**config.mk**
```make
export PLATFORM = sky130hd
export DESIGN_NAME = regfile_wport_arbiter_flat
export DESIGN_NICKNAME = d
export VERILOG_FILES = /design/src/rtl/regfile_warb_pkg.sv /design/src/rtl/regfile_wport_arbiter_if.sv /design/src/rtl/regfile_warb_slot.sv /design/src/rtl/regfile_wport_arbiter.sv /design/src/flat_wrapper.sv
export SDC_FILE = /design/constraint.sdc
export NUM_CORES = 1
export LEC_CHECK = 0
export BUFFER_PORTS_ARGS = -buffer_cell sky130_fd_sc_hd__buf_2
export CAP_MARGIN = 20
export CORE_ASPECT_RATIO = 1.4
export CORE_MARGIN = 8
export CORE_UTILIZATION = 43
export DETAILED_ROUTE_END_ITERATION = 6
export PLACE_DENSITY_LB_ADDON = 0.15
export SYNTH_ARGS = -nofsm -noshare
export SYNTH_HDL_FRONTEND = slang
export SYNTH_SLANG_ARGS = --single-unit
export TNS_END_PERCENT = 50
```
**constraint.sdc**
```tcl
create_clock -name clk -period 1.35 [get_ports clk]
set_input_delay 0.135 -clock clk [delete_from_list [all_inputs] [get_ports clk]]
set_output_delay 0.135 -clock clk [all_outputs]
set_load 0.01 [all_outputs]
```
**src/rtl/regfile_warb_pkg.sv**
```systemverilog
// Shared widths, request type and constants for the register-file write-port arbiter.
package regfile_warb_pkg;

    localparam int unsigned DEF_DATA_W = 32;
    localparam int unsigned DEF_ADDR_W = 5;
    localparam int unsigned DEF_CNT_W  = 16;
    localparam int unsigned NUM_REQ    = 2;

    localparam logic [DEF_ADDR_W-1:0] REG_ZERO = '0;

    typedef struct packed {
        logic [DEF_ADDR_W-1:0] addr;
        logic [DEF_DATA_W-1:0] data;
    } wreq_t;

endpackage

```
**src/rtl/regfile_wport_arbiter_if.sv**
```systemverilog
// Requester handshakes, regfile write port, pending mask and stall counters of the arbiter.
interface regfile_wport_arbiter_if
    import regfile_warb_pkg::*;
#(
    parameter int unsigned DATA_W = DEF_DATA_W,
    parameter int unsigned ADDR_W = DEF_ADDR_W,
    parameter int unsigned CNT_W  = DEF_CNT_W
);

    logic                   req0_val;
    logic                   req0_rdy;
    logic [ADDR_W-1:0]      req0_addr;
    logic [DATA_W-1:0]      req0_data;
    logic                   req1_val;
    logic                   req1_rdy;
    logic [ADDR_W-1:0]      req1_addr;
    logic [DATA_W-1:0]      req1_data;
    logic                   wen;
    logic [ADDR_W-1:0]      waddr;
    logic [DATA_W-1:0]      wdata;
    logic [(1<<ADDR_W)-1:0] pend;
    logic [CNT_W-1:0]       stall0_cnt;
    logic [CNT_W-1:0]       stall1_cnt;

    modport master (
        output req0_val, req0_addr, req0_data, req1_val, req1_addr, req1_data,
        input  req0_rdy, req1_rdy, wen, waddr, wdata, pend, stall0_cnt, stall1_cnt
    );

    modport slave (
        input  req0_val, req0_addr, req0_data, req1_val, req1_addr, req1_data,
        output req0_rdy, req1_rdy, wen, waddr, wdata, pend, stall0_cnt, stall1_cnt
    );

endinterface

```
**src/rtl/regfile_warb_slot.sv**
```systemverilog
// One-entry holding slot for a writeback requester: capture, release on grant, pend decode.
module regfile_warb_slot
    import regfile_warb_pkg::*;
#(
    parameter int unsigned DATA_W = DEF_DATA_W,
    parameter int unsigned ADDR_W = DEF_ADDR_W
) (
    input  logic                   clk,
    input  logic                   reset,
    input  logic                   val_i,
    input  logic [ADDR_W-1:0]      addr_i,
    input  logic [DATA_W-1:0]      data_i,
    input  logic                   grant_i,
    output logic                   rdy_o,
    output logic                   vld_o,
    output logic                   live_o,
    output logic [ADDR_W-1:0]      addr_o,
    output logic [DATA_W-1:0]      data_o,
    output logic [(1<<ADDR_W)-1:0] pend_o
);

    logic              vld_q, vld_d;
    logic [ADDR_W-1:0] addr_q;
    logic [DATA_W-1:0] data_q;
    logic              cap;

    // Slot frees in the cycle it is granted, so a lone requester streams at 1/cycle.
    assign rdy_o  = !vld_q || grant_i;
    assign cap    = val_i && rdy_o;
    assign vld_o  = vld_q;
    assign live_o = vld_q && (addr_q != ADDR_W'(REG_ZERO));
    assign addr_o = addr_q;
    assign data_o = data_q;

    always_comb begin
        vld_d = vld_q;
        if (grant_i) vld_d = 1'b0;
        if (cap)     vld_d = 1'b1;
    end

    always_comb begin
        pend_o = '0;
        if (live_o) pend_o[addr_q] = 1'b1;
    end

    always_ff @(posedge clk or negedge reset) begin
        if (!reset) begin
            vld_q  <= 1'b0;
            addr_q <= '0;
            data_q <= '0;
        end else begin
            vld_q <= vld_d;
            if (cap) begin
                addr_q <= addr_i;
                data_q <= data_i;
            end
        end
    end

endmodule

```
**src/rtl/regfile_wport_arbiter.sv**
```systemverilog
// Round-robin arbiter sharing the regfile write port between ALU and load writeback.
// Define REGFILE_WARB_STATS_EN to enable the per-requester saturating stall counters.
module regfile_wport_arbiter
    import regfile_warb_pkg::*;
#(
    parameter int unsigned DATA_W = DEF_DATA_W,
    parameter int unsigned ADDR_W = DEF_ADDR_W,
    parameter int unsigned CNT_W  = DEF_CNT_W
) (
    input  logic                  clk,
    input  logic                  reset,
    regfile_wport_arbiter_if.slave bus
);

    localparam int unsigned NREG = 1 << ADDR_W;

    logic [NUM_REQ-1:0] val, rdy, vld, live, grant;
    logic [ADDR_W-1:0]  addr_in   [NUM_REQ];
    logic [DATA_W-1:0]  data_in   [NUM_REQ];
    logic [ADDR_W-1:0]  slot_addr [NUM_REQ];
    logic [DATA_W-1:0]  slot_data [NUM_REQ];
    logic [NREG-1:0]    pend      [NUM_REQ];
    logic               ptr_q, ptr_d;

    assign val        = {bus.req1_val, bus.req0_val};
    assign addr_in[0] = bus.req0_addr;
    assign addr_in[1] = bus.req1_addr;
    assign data_in[0] = bus.req0_data;
    assign data_in[1] = bus.req1_data;

    for (genvar k = 0; k < NUM_REQ; k++) begin : g_slot
        regfile_warb_slot #(
            .DATA_W (DATA_W),
            .ADDR_W (ADDR_W)
        ) u_slot (
            .clk     (clk),
            .reset   (reset),
            .val_i   (val[k]),
            .addr_i  (addr_in[k]),
            .data_i  (data_in[k]),
            .grant_i (grant[k]),
            .rdy_o   (rdy[k]),
            .vld_o   (vld[k]),
            .live_o  (live[k]),
            .addr_o  (slot_addr[k]),
            .data_o  (slot_data[k]),
            .pend_o  (pend[k])
        );
    end

    // Grant depends on slot state only; ptr names the preferred slot under contention.
    always_comb begin
        grant = '0;
        ptr_d = ptr_q;
        if (vld[0] && (!vld[1] || !ptr_q)) begin
            grant[0] = 1'b1;
            ptr_d    = 1'b1;
        end else if (vld[1]) begin
            grant[1] = 1'b1;
            ptr_d    = 1'b0;
        end
    end

    always_comb begin
        bus.wen   = 1'b0;
        bus.waddr = '0;
        bus.wdata = '0;
        if (grant[0]) begin
            bus.wen   = live[0];
            bus.waddr = slot_addr[0];
            bus.wdata = slot_data[0];
        end else if (grant[1]) begin
            bus.wen   = live[1];
            bus.waddr = slot_addr[1];
            bus.wdata = slot_data[1];
        end
    end

    assign bus.req0_rdy = rdy[0];
    assign bus.req1_rdy = rdy[1];
    assign bus.pend     = pend[0] | pend[1];

    always_ff @(posedge clk or negedge reset) begin
        if (!reset) ptr_q <= 1'b0;
        else        ptr_q <= ptr_d;
    end

`ifdef REGFILE_WARB_STATS_EN
    logic [CNT_W-1:0] stall_q [NUM_REQ];
    logic [CNT_W-1:0] stall_d [NUM_REQ];

    always_comb begin
        for (int k = 0; k < NUM_REQ; k++) begin
            stall_d[k] = stall_q[k];
            if (val[k] && !rdy[k] && (stall_q[k] != {CNT_W{1'b1}})) begin
                stall_d[k] = stall_q[k] + CNT_W'(1);
            end
        end
    end

    always_ff @(posedge clk or negedge reset) begin
        if (!reset) begin
            for (int k = 0; k < NUM_REQ; k++) stall_q[k] <= '0;
        end else begin
            for (int k = 0; k < NUM_REQ; k++) stall_q[k] <= stall_d[k];
        end
    end

    assign bus.stall0_cnt = stall_q[0];
    assign bus.stall1_cnt = stall_q[1];
`else
    assign bus.stall0_cnt = {CNT_W{1'b0}};
    assign bus.stall1_cnt = {CNT_W{1'b0}};
`endif

endmodule
```
**src/flat_wrapper.sv**
```systemverilog
// flat-port wrapper written by rule: the top's interface ports become plain ports
module regfile_wport_arbiter_flat import regfile_warb_pkg::*;
#(
    parameter int unsigned DATA_W = DEF_DATA_W,
    parameter int unsigned ADDR_W = DEF_ADDR_W,
    parameter int unsigned CNT_W  = DEF_CNT_W
)
  (clk, reset, bus_req0_val, bus_req0_addr, bus_req0_data, bus_req1_val, bus_req1_addr, bus_req1_data, bus_req0_rdy, bus_req1_rdy, bus_wen, bus_waddr, bus_wdata, bus_pend, bus_stall0_cnt, bus_stall1_cnt);
  regfile_wport_arbiter_if #(.DATA_W(DATA_W), .ADDR_W(ADDR_W), .CNT_W(CNT_W)) bus_i ();
  input  logic clk;
  input  logic reset;
  input wire logic [$bits(bus_i.req0_val)-1:0] bus_req0_val;
  input wire logic [$bits(bus_i.req0_addr)-1:0] bus_req0_addr;
  input wire logic [$bits(bus_i.req0_data)-1:0] bus_req0_data;
  input wire logic [$bits(bus_i.req1_val)-1:0] bus_req1_val;
  input wire logic [$bits(bus_i.req1_addr)-1:0] bus_req1_addr;
  input wire logic [$bits(bus_i.req1_data)-1:0] bus_req1_data;
  output wire logic [$bits(bus_i.req0_rdy)-1:0] bus_req0_rdy;
  output wire logic [$bits(bus_i.req1_rdy)-1:0] bus_req1_rdy;
  output wire logic [$bits(bus_i.wen)-1:0] bus_wen;
  output wire logic [$bits(bus_i.waddr)-1:0] bus_waddr;
  output wire logic [$bits(bus_i.wdata)-1:0] bus_wdata;
  output wire logic [$bits(bus_i.pend)-1:0] bus_pend;
  output wire logic [$bits(bus_i.stall0_cnt)-1:0] bus_stall0_cnt;
  output wire logic [$bits(bus_i.stall1_cnt)-1:0] bus_stall1_cnt;
  assign bus_i.req0_val = bus_req0_val;
  assign bus_i.req0_addr = bus_req0_addr;
  assign bus_i.req0_data = bus_req0_data;
  assign bus_i.req1_val = bus_req1_val;
  assign bus_i.req1_addr = bus_req1_addr;
  assign bus_i.req1_data = bus_req1_data;
  assign bus_req0_rdy = bus_i.req0_rdy;
  assign bus_req1_rdy = bus_i.req1_rdy;
  assign bus_wen = bus_i.wen;
  assign bus_waddr = bus_i.waddr;
  assign bus_wdata = bus_i.wdata;
  assign bus_pend = bus_i.pend;
  assign bus_stall0_cnt = bus_i.stall0_cnt;
  assign bus_stall1_cnt = bus_i.stall1_cnt;
  regfile_wport_arbiter #(.DATA_W(DATA_W), .ADDR_W(ADDR_W), .CNT_W(CNT_W)) u_core (.clk(clk), .reset(reset), .bus(bus_i));
endmodule
```
Word level (Yosys, flattened, before mapping)
Cells that the tools add are included.
Word-level totals
  register bits after elaboration: 77
  bits of input ports: 78
  output and inout bits: 104
  logic and storage cells: 51
Cells by class
  magnitude comparators: 4
  muxes and demuxes: 21
  bitwise operators: 1
  reduce and logical (&&, ||, !) cells: 18
Operators with widths (number)
  2-to-1 mux 32 bit: 4
  OR 32 bit: 1
  2-to-1 mux 1 bit: 13
  less-than comparator 5 x 6 -> 1 bit (second input constant): 2
  demux 1 bit (select 5 bit): 2
  >= comparator 5 x 1 -> 1 bit (second input constant): 2
  2-to-1 mux 5 bit: 2
  nonzero test 5 bit: 2
  logical AND 1 bit: 7
  nonzero test 2 bit: 3
  zero test 1 bit: 3
  logical OR 1 bit: 3

Depth between registers and ports, before layout
Gate-level depths: netlist of run 1.
  word-level depth: 7
  gate-level depth with buffers: 6
  mapped depth without buffers: 3

Modules after synthesis
From an unflattened synthesis of run 1, not the netlist that was laid out.
Second synthesis, totals
  cell total of the unflattened synthesis: 389
  area total of the unflattened synthesis: 4628.2 um^2
By module, submodules not included
  regfile_warb_slot: instances 2, cells each 134, area each 1825.5 um^2, sequential area each 950.9 um^2
  regfile_wport_arbiter: instances 1, cells each 121, area each 977.2 um^2, sequential area each 25.0 um^2

Least setup slack after synthesis of run 1
Ideal clock, no wire load.
  path kind: reg2reg
  start: register u_core.ptr_q
  end: register u_core.g_slot[1].u_slot.addr_q[0]
  setup time: 125 ps
  arrival time: 1365 ps
  data required time: 1225 ps
  slack: -140 ps
  stages on the path, launching flop included: 5
  path buffers: 1
  period minus slack after synthesis: 1490 ps
  cells stage by stage: dfrtp_1 nand3b_2 nand2_2 buf_4 mux2_2
Between the ends
  cells in the longest elaborated chain, start to end: 6
RTL lines
  start, declared: line regfile_wport_arbiter.sv:23  | logic ptr_q, ptr_d;
  start signal, assigned: line regfile_wport_arbiter.sv:85  | else ptr_q <= ptr_d;
  zero test 1 bit: line regfile_wport_arbiter.sv:55  | if (vld[0] && (!vld[1] || !ptr_q)) begin
  logical OR 1 bit: line regfile_wport_arbiter.sv:55
  logical AND 1 bit: line regfile_wport_arbiter.sv:55
  2-to-1 mux 1 bit: line regfile_wport_arbiter.sv:55
  logical OR 1 bit: line regfile_warb_slot.sv:28  | assign rdy_o = !vld_q || grant_i;
  net bus_req1_rdy: line flat_wrapper.sv:19  | output wire logic [$bits(bus_i.req1_rdy)-1:0] bus_req1_rdy;
  logical AND 1 bit: line regfile_warb_slot.sv:29  | assign cap = val_i && rdy_o;
  end signal, assigned: line regfile_warb_slot.sv:54  | addr_q <= addr_i;
  end, declared: line regfile_warb_slot.sv:23  | logic [ADDR_W-1:0] addr_q;
The timed path passes the listed nets, and every way through them passes these cells.
A chain may end at the register's enable or synchronous reset.

Worst setup path after layout of run 1
  start: register u_core.g_slot[1].u_slot.vld_q
  end: output port bus_wdata[13]
Between the ends
  cells in the longest elaborated chain, start to end: 6
  elaborated cells on any way between the ends: 8
  classes of those cells: 5 x mux; 3 x reduce/logical
RTL lines
  start, declared: line regfile_warb_slot.sv:22  | logic vld_q, vld_d;
  start signal, assigned: line regfile_warb_slot.sv:52  | vld_q <= vld_d;
  zero test 1 bit: line regfile_wport_arbiter.sv:55
  logical OR 1 bit: line regfile_wport_arbiter.sv:55
  logical AND 1 bit: line regfile_wport_arbiter.sv:55
  2-to-1 mux 1 bit: line regfile_wport_arbiter.sv:55
  2-to-1 mux 32 bit: line regfile_wport_arbiter.sv:72  | end else if (grant[1]) begin
  2-to-1 mux 32 bit (*): line regfile_wport_arbiter.sv:68  | if (grant[0]) begin
  end, declared: line flat_wrapper.sv:22  | output wire logic [$bits(bus_i.wdata)-1:0] bus_wdata;
Mark *: on every way between the ends. The rest lies on a longest branch, timed or not.

==> impl_metrics.py, run 1 <==
metrics = {
    "clock_tree": {
        "root_buffer": "clkbuf_16",
        "clk_latency_ps": 330,
        "clkTransAtPathRegs_ps": 60,
        "clock_path_buffers": 2,
        "clock-sinks": 77,
        "cts.htree.levels": 3,
        "cts-buffers-inserted": 9,
        "tritoncts": "yes",
    },
    "detailed_routing": {
        "vias_per_cell": 5.20,
        "routedWlPerCell_um": 17.8,
        "drtPass1Iterations": 5,
        "postRouteAntennaNets": 0,
        "route.detailed.drc": 0,
        "vias": 3651,
        "wl_um": 12500,
        "first_iter_violations": 160,
    },
    "sta": {
        "setup_ws_ps": -448,
        "drv_slew": 0,
        "rsz0062_at_grt": "true",
        "fin_tns_setup_ps": -38490,
        "setup_viol": 145,
        "fin_crit_sh_pct": 133,
        "hold_violations": 0,
        "max_freq_ghz": 0.556,
        "hold_ws_ps": 27.0,
        "min_period_ps": 1800,
        "finClkSkew_ps": 3.47,
    },
    "run_status": {
        "status": "finished, violations left",
        "failed_checks": "negative setup slack",
    },
    "global_routing": {
        "grt_max_degree": 41,
        "antenna_found_initial": 0,
        "grt_pass1_wl_um": 19600,
        "grt_pass1_vias": 4021,
        "grt_use_total_pct": 19.0,
        "grt_overflow": 0,
    },
    "power_and_ir_drop": {
        "p_leak_uw": 0.00296,
        "max-vdd-ir-drop_uv": 1150,
        "pwr_density_cell_nw_per_um2": 1850,
    },
    "logic_synthesis": {
        "synth-simple-area-share_pct": 12.1,
        "synth_cell_types": 22,
        "muxShareOfSynthArea_pct": 20.4,
        "ys_seq_area_share_pct": 47.3,
        "syn_avg_cell_area_um2": 10.3,
        "synth_xor_area_share_pct": 0,
        "synth.cell_area_um2": 4080,
        "synthCells": 395,
        "ys_ff_latch": 77,
        "ys_warn_count": 0,
        "synth_compound_area_share_pct": 10.1,
        "synth_top_family_by_area": "multiplexers",
        "synth-adder-area-share_pct": 0,
    },
    "floorplan": {
        "die-area_um2": 12900,
        "io_pins": 182,
        "coreArea_um2": 9350,
        "start_util_pct": 43.6,
        "die_h_um": 131,
        "num_rows": 42,
        "chipWidth_um": 98.3,
    },
    "placed_design": {
        "dpl-instance-area_um2": 5150,
        "hpwlAfterDp_um": 8740,
        "place_ws_ps": -139,
        "gp_congestion": 0.889,
        "io_buffers": 148,
    },
    "worst_setup_path": {
        "required_ps": 1220,
        "start_kind": "flop",
        "crit_fanout": 5,
        "critPathKind": "flop to output pin",
        "cp-end-kind": "output pin",
        "critPathArrivalTime_ps": 1660,
    },
    "finish": {
        "antennaDiodeCount": 0,
        "syn2layout_area_growth_pct": 53.6,
        "final_area_um2": 6260,
        "layout-drive-gt1-share_pct": 64.7,
        "nNetsFinal": 665,
    },
    "worst_hold_path": {
        "holdCritPathClass": "input port to flop",
    },
    "job": {
        "drv_cap": 0,
    },
}
-- area by class of cell --
class,count,area [um^2]
Multi-Input combinational cell,288,2290
Timing Repair Buffer,211,1540
Clock buffer,13,270
Tap cell,110,138
Sequential cell,77,1930
Clock inverter,3,90.1
Fill cell,763,3100
-- synthesized netlist by cell type, drive strengths merged --
library cell	n	area [um^2]
o21ai	38	190
clkbuf	13	48.8
o31ai	2	15.0
nand3	5	25.0
or3b	5	43.8
o22ai	31	194
dfrtp	77	1930
mux2	74	833
a21boi	1	7.51
a21oi	1	5.00
conb	1	3.75
nand2	79	302
or2	2	12.5
or3	2	12.5
buf	49	357
nand3b	9	71.3
nor2	4	15.0
nand2b	2	12.5
-- placed cells by master, fill, tap and decap left out, types with 4 or more instances in the layout --
cell type,netlist,final
conb_1,1,33
dfrtp_1,77,73
nand3b_1,8,8
o21ai_2,0,20
nand2_2,2,8
buf_2,9,145
nand2_1,77,66
buf_4,37,25
o21ai_1,0,16
buf_6,3,23
clkbuf_16,0,11
or3b_4,0,5
mux2_2,74,74
dfrtp_2,0,4
buf_12,0,11
o22ai_2,0,28
-- metrics by stage --
stage | total power [uW] | util (%) | cells
after global placement | 7250 | 55.1 | 658
after CTS | 11200 | 64.2 | 693
after global routing | 12200 | 66.9 | 702
after floorplan | 5790 | - | 427
after detailed placement | 7360 | 55.1 | 658
final | 11600 | 66.9 | 702
-- final timing paths --
kind / slack, ps / startpoint / end / cells after the start
setup / recovery: -450 / u_core.g_slot[1].u_slot.vld_o / bus_wdata[13] / 8
hold reg to reg: 500 / u_core.g_slot[1].u_slot.data_o[6] / u_core.g_slot[1].u_slot.data_o[6] / 1
min in group asynchronous: 260 / reset / u_core.g_slot[0].u_slot.data_o[5] / 2
hold / removal: 30 / bus_req0_data[25] / u_core.g_slot[0].u_slot.data_o[25] / 2
max in group asynchronous: 550 / reset / u_core.g_slot[1].u_slot.addr_o[0] / 3
setup reg to reg: -180 / u_core.g_slot[1].u_slot.vld_o / u_core.g_slot[0].u_slot.data_o[13] / 6
-- logic make-up (layout without fill, tap and decap cells) --
kind of cell	after synthesis	count (layout)
AOI/OAI and AO/OA	73	73
and+or+nand+nor	108	108
muxes	74	74
DFF	77	77
buffers and inverters	62	227
other	1	33
-- registers in the layout, indices dropped and copies added, names as in the netlist --
signal and cells:
u_core.ptr_q 1, u_core.g_slot.u_slot.addr_o 10, u_core.g_slot.u_slot.data_o 64, u_core.g_slot.u_slot.vld_o 2
-- layer usage --
| layer | vias up | track usage [%] | wire length, um |
|---|---|---|---|
| met4 | 0 | 8.31 | 363 |
| met1 | 1776 | 17.6 | 4230 |
| met5 | - | 0 | 0 |
| li1 | 1691 | - | - |
| met2 | 155 | 36.6 | 6960 |
| met3 | 29 | 6.24 | 906 |
-- timing repair --
item                       in CTS  in global routing
pin swaps                      30                 22
hold endpoints to repair       26                  0
setup buffers                  15                  9
hold buffers                    1                  0
setup endpoints to repair     145                145
cloned                          3                  2
resized for setup              85                 50
-- power by group --
group          switching [uW]  internal, uW  leakage (uW)
clock network             891          1960      0.000176
registers                 424          2930      0.000892
logic                    2610          2750       0.00190
-- worst max-delay path, stage by stage (launching register included) --
cell and delay (ps):
dfrtp_1 410, buf_12 140, a21boi_4 160, buf_6 130, buf_12 120, buf_16 120, nand2_2 40, o21ai_1 60
buf_2 150
No activity file was read; power rests on OpenSTA's default activity.
==> run 2, diff against run 1 <==
--- a/config.mk
+++ b/config.mk
@@ -12,6 +12,7 @@
 export CORE_UTILIZATION = 43
 export DETAILED_ROUTE_END_ITERATION = 6
 export PLACE_DENSITY_LB_ADDON = 0.15
+export SKIP_LAST_GASP = 1
 export SYNTH_ARGS = -nofsm -noshare
 export SYNTH_HDL_FRONTEND = slang
 export SYNTH_SLANG_ARGS = --single-unit
==> run 2 against run 1 <==
The flow still finishes with violations (negative setup slack). Largest cell class unchanged. Power shrank 1.2%. Clock power is essentially flat. Non-clock buffer count shrank 1. Worst hold slack lost 1.3 ps. Highest routed layer unchanged. Die area is the same. Critical endpoint is now bus_pend[27]. Critical path depth shrank 3.
==> impl_metrics.py, run 2 (synthesis results as in run 1) <==
metrics = {
    "clock_tree": {
        "clk_latency_ps": 330,
        "cts.htree.levels": 3,
        "tritoncts": "yes",
        "cts-buffers-inserted": 9,
        "clock_path_buffers": 2,
        "clock-sinks": 77,
        "clkTransAtPathRegs_ps": 60,
        "root_buffer": "clkbuf_16",
    },
    "worst_hold_path": {
        "holdCritPathClass": "input port to flop",
        "min_from": "bus_req0_data[24]",
        "holdPathStages": 2,
        "holdPathEnd": "u_core.g_slot[0].u_slot.data_o[24]",
    },
    "sta": {
        "fin_tns_setup_ps": -39550,
        "hold_ws_ps": 25.6,
        "rsz0062_at_grt": "true",
        "min_period_ps": 1820,
        "setup_viol": 145,
        "finClkSkew_ps": 3.42,
        "max_freq_ghz": 0.550,
        "fin_crit_sh_pct": 135,
        "setup_ws_ps": -469,
        "hold_violations": 0,
        "drv_slew": 0,
    },
    "detailed_routing": {
        "first_iter_violations": 133,
        "route.detailed.drc": 0,
        "wl_um": 12400,
        "drtPass1Iterations": 4,
        "routedWlPerCell_um": 17.8,
        "vias": 3640,
        "vias_per_cell": 5.19,
        "postRouteAntennaNets": 0,
    },
    "floorplan": {
        "io_pins": 182,
        "num_rows": 42,
        "die-area_um2": 12900,
        "coreArea_um2": 9350,
        "die_h_um": 131,
        "chipWidth_um": 98.3,
        "start_util_pct": 43.6,
    },
    "global_routing": {
        "grt_use_total_pct": 19.0,
        "grt_pass1_wl_um": 19600,
        "grt_pass1_vias": 4027,
        "antenna_found_initial": 0,
        "grt_max_degree": 41,
        "grt_overflow": 0,
    },
    "placed_design": {
        "io_buffers": 148,
        "gp_congestion": 0.889,
        "hpwlAfterDp_um": 8740,
    },
    "worst_setup_path": {
        "required_ps": 1220,
        "r2r_end": "u_core.g_slot[0].u_slot.data_o[13]",
        "cp-end-kind": "output pin",
        "rrSetupSlack_ps": -180,
        "start_kind": "flop",
        "crit_fanout": 6,
        "r2r_start": "u_core.g_slot[1].u_slot.vld_o",
        "critPathKind": "flop to output pin",
        "r2r_cells": 6,
        "critPathArrivalTime_ps": 1680,
    },
    "power_and_ir_drop": {
        "p_total_uw": 11400,
        "max-vdd-ir-drop_uv": 1150,
        "p_leak_uw": 0.00294,
        "pwr_density_cell_nw_per_um2": 1840,
    },
    "run_status": {
        "status": "finished, violations left",
        "failed_checks": "negative setup slack",
    },
    "finish": {
        "syn2layout_area_growth_pct": 52.2,
        "final_cell_mix": "144 x buf_2, 74 x mux2_2, 73 x dfrtp_1",
        "antennaDiodeCount": 0,
        "layout-drive-gt1-share_pct": 62.4,
        "final_common_cell": "buf_2",
        "nNetsFinal": 664,
        "post-route-util_pct": 66.3,
        "largest_reg_flops": 64,
    },
    "job": {
        "drv_cap": 0,
    },
}
run 2: changes by cell type in the layout (fill, tap and decap cells not counted), sizes merged:
| cell | delta |
|---|---|
| buf | -1 |
run 2: power breakdown:
| group | internal [uW] | switching [uW] |
|---|---|---|
| Sequential | 2930 | 416 |
| Combinational | 2690 | 2530 |
| Clock | 1960 | 893 |
run 2: final cells by class:
class                      count  area, um^2
clock buffer                  13         270
multi-input combinational    288        2240
sequential                    77        1930
timing repair buffer         210        1540
tap                          110         138
clock inverter                 3        90.1
fill                         771        3150
run 2: repair_timing:
item	in CTS	in global routing
endpoints found under the hold margin	26	0
endpoints found under the setup margin	145	145
buffers inserted	15	8
pin swaps	27	21
hold buffers	1	0
gates resized for setup	58	52
cloned	3	2
run 2: stage by stage:
| stage | cell area, um^2 | setup WS, ps | std cells |
|---|---|---|---|
| finish | 6200 | -469 | 701 |
| global route | 6200 | -556 | 701 |
| global placement | 5150 | -104 | 658 |
| CTS | 5960 | -462 | 693 |
| detailed placement | 5150 | -139 | 658 |
| floorplan | 4310 | -39.4 | 427 |
run 2: critical path, stage by stage, from the launching register on:
cell	delay, ps
dfrtp_2	440
buf_6	130
buf_6	100
nand3b_1	250
o22ai_1	240
buf_2	180
run 2: worst max-delay path by stage:
stage                                      start                                 to  slack, ps  cells past startpoint
2_1_floorplan      u_core.g_slot[1].u_slot.vld_o  u_core.g_slot[0].u_slot.addr_o[0]        -40                      5
4_1_cts            u_core.g_slot[1].u_slot.vld_o                       bus_wdata[0]       -460                      7
5_1_grt            u_core.g_slot[1].u_slot.vld_o                      bus_wdata[27]       -560                      7
6_report       u_core.g_slot[0].u_slot.addr_o[2]                       bus_pend[27]       -470                      5
3_3_place_gp       u_core.g_slot[1].u_slot.vld_o                       bus_wdata[0]       -100                      6
3_5_place_dp       u_core.g_slot[1].u_slot.vld_o                       bus_wdata[0]       -140                      6
run 2: per-layer routing:
metal | vias to the layer above | global-route usage (%) | wire length, um
met5 | - | 0 | 0
met4 | 0 | 8.83 | 382
met3 | 31 | 6.40 | 905
met2 | 148 | 36.2 | 6890
met1 | 1771 | 17.5 | 4280
li1 | 1690 | - | -
==> run 3, diff against run 2 <==
--- a/config.mk
+++ b/config.mk
@@ -5,11 +5,12 @@
 export SDC_FILE = /design/constraint.sdc
 export NUM_CORES = 1
 export LEC_CHECK = 0
+export ABC_AREA = 1
 export BUFFER_PORTS_ARGS = -buffer_cell sky130_fd_sc_hd__buf_2
 export CAP_MARGIN = 20
 export CORE_ASPECT_RATIO = 1.4
 export CORE_MARGIN = 8
-export CORE_UTILIZATION = 43
+export CORE_UTILIZATION = 44
 export DETAILED_ROUTE_END_ITERATION = 6
 export PLACE_DENSITY_LB_ADDON = 0.15
 export SKIP_LAST_GASP = 1
==> run 3 against run 2 <==
The flow still finishes with violations (negative setup slack). Clock power decreased by 20%. Register-to-register slack better by 110 ps. Wire length rose by 18%. Cell count is 33% higher. Utilization shrank 0.13 points. Final area is 0.93% higher. Via count increased by 29%.
==> impl_metrics.py, run 3 <==
metrics = {
    "logic_synthesis": {
        "synthCells": 634,
        "synth_area_leaders": "dfrtp_1 45%, nand2_1 31%, nand3_1 9.6%",
        "ys_warn_count": 0,
        "yosysTopAreaCellShare_pct": 44.9,
        "yosysTopAreaCell": "dfrtp_1",
        "synth_common_cells": "358 x nand2_1, 82 x nand3_1, 77 x dfrtp_1, 33 x buf_4",
        "synth_xor_area_share_pct": 0,
        "synth_top_family_by_area": "simple AND/OR/NAND/NOR gates",
        "muxShareOfSynthArea_pct": 0,
        "synth-edff-count": 0,
        "ys_ff_latch": 77,
        "synth.most_common_cell": "nand2_1",
        "synth_compound_area_share_pct": 1.25,
        "synth_cell_types": 15,
        "syn_avg_cell_area_um2": 6.78,
        "synth.cell_area_um2": 4300,
        "synth-main-ff-cell": "dfrtp_1",
        "ys_seq_area_share_pct": 44.9,
        "ys_async_sr_fraction_pct": 100,
        "synth-simple-area-share_pct": 43.1,
        "synth-adder-area-share_pct": 0,
    },
    "power_and_ir_drop": {
        "p_leak_uw": 0.00363,
        "p_int_uw": 7070,
        "p_comb_share_pct": 50.8,
        "pwr-share-seq_pct": 29.8,
        "pwr_density_cell_nw_per_um2": 1890,
        "p_total_uw": 11800,
        "power_switching_uw": 4750,
        "max-vdd-ir-drop_uv": 1230,
        "swShare_pct": 40.2,
        "clkPwrFrac_pct": 19.4,
    },
    "worst_setup_path": {
        "rrSetupSlack_ps": -70,
        "required_ps": 1220,
        "critPathArrivalTime_ps": 1590,
        "cp_slowest_cell": "dfrtp_1",
        "crit_fanout": 8,
        "start_kind": "flop",
        "cp_top_family": "buffers and inverters",
        "slowest_delay_ps": 370,
        "cp-end-kind": "output pin",
        "critPathMostFrequentCell": "nand2_2",
        "crit_chain": "inv_1 -> a21oi_4 -> buf_12 -> buf_16 -> nand2_2 -> nand2_2 -> buf_2",
        "critPathKind": "flop to output pin",
        "critPathBufInv": 4,
    },
    "global_routing": {
        "grt_pass1_wl_um": 23000,
        "antenna_found_initial": 0,
        "grt_pass1_vias": 4839,
        "grt_max_degree": 59,
        "grt_use_total_pct": 21.5,
        "grt_overflow": 0,
    },
    "sta": {
        "fin_crit_sh_pct": 128,
        "setup_ws_ps": -374,
        "rsz0062_at_grt": "true",
        "setup_viol": 96,
        "max_freq_ghz": 0.580,
        "finClkSkew_ps": 3.44,
        "min_period_ps": 1720,
        "hold_ws_ps": 36.3,
        "hold_violations": 0,
        "drv_slew": 0,
    },
    "detailed_routing": {
        "drtPass1Iterations": 7,
        "postRouteAntennaNets": 0,
        "wl_um": 14700,
        "route.detailed.drc": 0,
        "vias": 4713,
        "routedWlPerCell_um": 15.8,
        "vias_per_cell": 5.06,
        "first_iter_violations": 226,
    },
    "finish": {
        "final.fill_count": 832,
        "post-route-util_pct": 66.2,
        "largest_reg_flops": 64,
        "layout-drive-gt1-share_pct": 37.6,
        "final_cell_mix": "316 x nand2_1, 137 x buf_2, 79 x nand3_1",
        "final-instance-count-excl-fill": 931,
        "final_common_cell": "nand2_1",
        "antennaDiodeCount": 0,
        "nNetsFinal": 896,
        "syn2layout_area_growth_pct": 45.8,
    },
    "placed_design": {
        "hpwlAfterDp_um": 10100,
        "gp_congestion": 0.941,
        "dp_cells": 889,
        "place_ws_ps": -172,
        "io_buffers": 148,
    },
    "floorplan": {
        "chipWidth_um": 99.5,
        "num_rows": 42,
        "die-area_um2": 13200,
        "io_pins": 182,
        "coreArea_um2": 9460,
        "start_util_pct": 45.4,
        "die_h_um": 133,
    },
    "job": {
        "drv_cap": 0,
    },
    "worst_hold_path": {
        "holdCritPathClass": "input port to flop",
    },
    "clock_tree": {
        "clock-sinks": 77,
        "cts-buffers-inserted": 9,
        "root_buffer": "clkbuf_16",
        "clk_latency_ps": 330,
        "clock_path_buffers": 2,
        "clkTransAtPathRegs_ps": 50,
        "cts.htree.levels": 3,
        "tritoncts": "yes",
    },
    "run_status": {
        "status": "finished, violations left",
        "failed_checks": "negative setup slack",
    },
}
==> run 3: tightest hold or removal path, cell delays in order <==
cell and delay (ps):
buf_2 70, nand3_1 60, nand2_1 60
==> run 3: final timing paths <==
path | start | to | cells past startpoint
worst max register to register | u_core.g_slot[0].u_slot.vld_o | u_core.g_slot[1].u_slot.data_o[3] | 6
worst max-delay path | u_core.ptr_q | bus_waddr[2] | 7
max in group asynchronous | reset | u_core.g_slot[0].u_slot.addr_o[4] | 3
min in group asynchronous | reset | u_core.g_slot[0].u_slot.data_o[23] | 2
worst min-delay path | bus_req0_data[9] | u_core.g_slot[0].u_slot.data_o[9] | 3
worst min register to register | u_core.g_slot[0].u_slot.data_o[0] | u_core.g_slot[0].u_slot.data_o[0] | 2
==> run 3: what timing repair did <==
action / CTS / global route
pin swaps: 16 / 29
hold buffers: 1 / 0
cloned: 2 / 1
endpoints found under the hold margin: 19 / 0
setup endpoints to repair: 74 / 122
buffers inserted: 23 / 3
gates resized for setup: 71 / 77
==> run 3: per-layer routing <==
metal / GRT usage, % / routed length (um) / vias up
met4: 7.94 / 278 / 0
met2: 38.1 / 7660 / 208
met3: 6.56 / 1210 / 24
met1: 23.3 / 5520 / 2209
met5: 0 / 0 / -
li1: - / - / 2272
==> run 3: stage by stage <==
stage,setup TNS [ps],area [um^2]
final,-21100,6260
after global routing,-28220,6260
after CTS,-19690,5980
after detailed placement,-3190,5220
after global placement,-1830,5220
after floorplan,0,4420
==> run 3: cell families after synthesis <==
kind of cell,count (synthesis)
simple gates,464
flops,77
compound gates,8
other cells,1
buf+inv,84
==> run 3: final cells by class <==
cell class | instances | area, um^2 | share of cell area (%)
well taps | 110 | 138 | 2.20
clock buffers | 12 | 246 | 3.94
multi-input cells | 505 | 2340 | 37.4
inverters | 15 | 63.8 | 1.02
flip-flops and latches | 77 | 1940 | 31.0
clock inverters | 2 | 35.0 | 0.560
repair buffers | 210 | 1490 | 23.9
==> run 3: power groups by stage <==
stage / Combinational, uW / Clock (uW) / Sequential, uW
final: 6000 / 2290 / 3520
after global routing: 6510 / 2450 / 3590
after CTS: 5400 / 2340 / 3450
after detailed placement: 4370 / 0 / 3460
after global placement: 4330 / 0 / 3450
after floorplan: 2630 / 0 / 3270
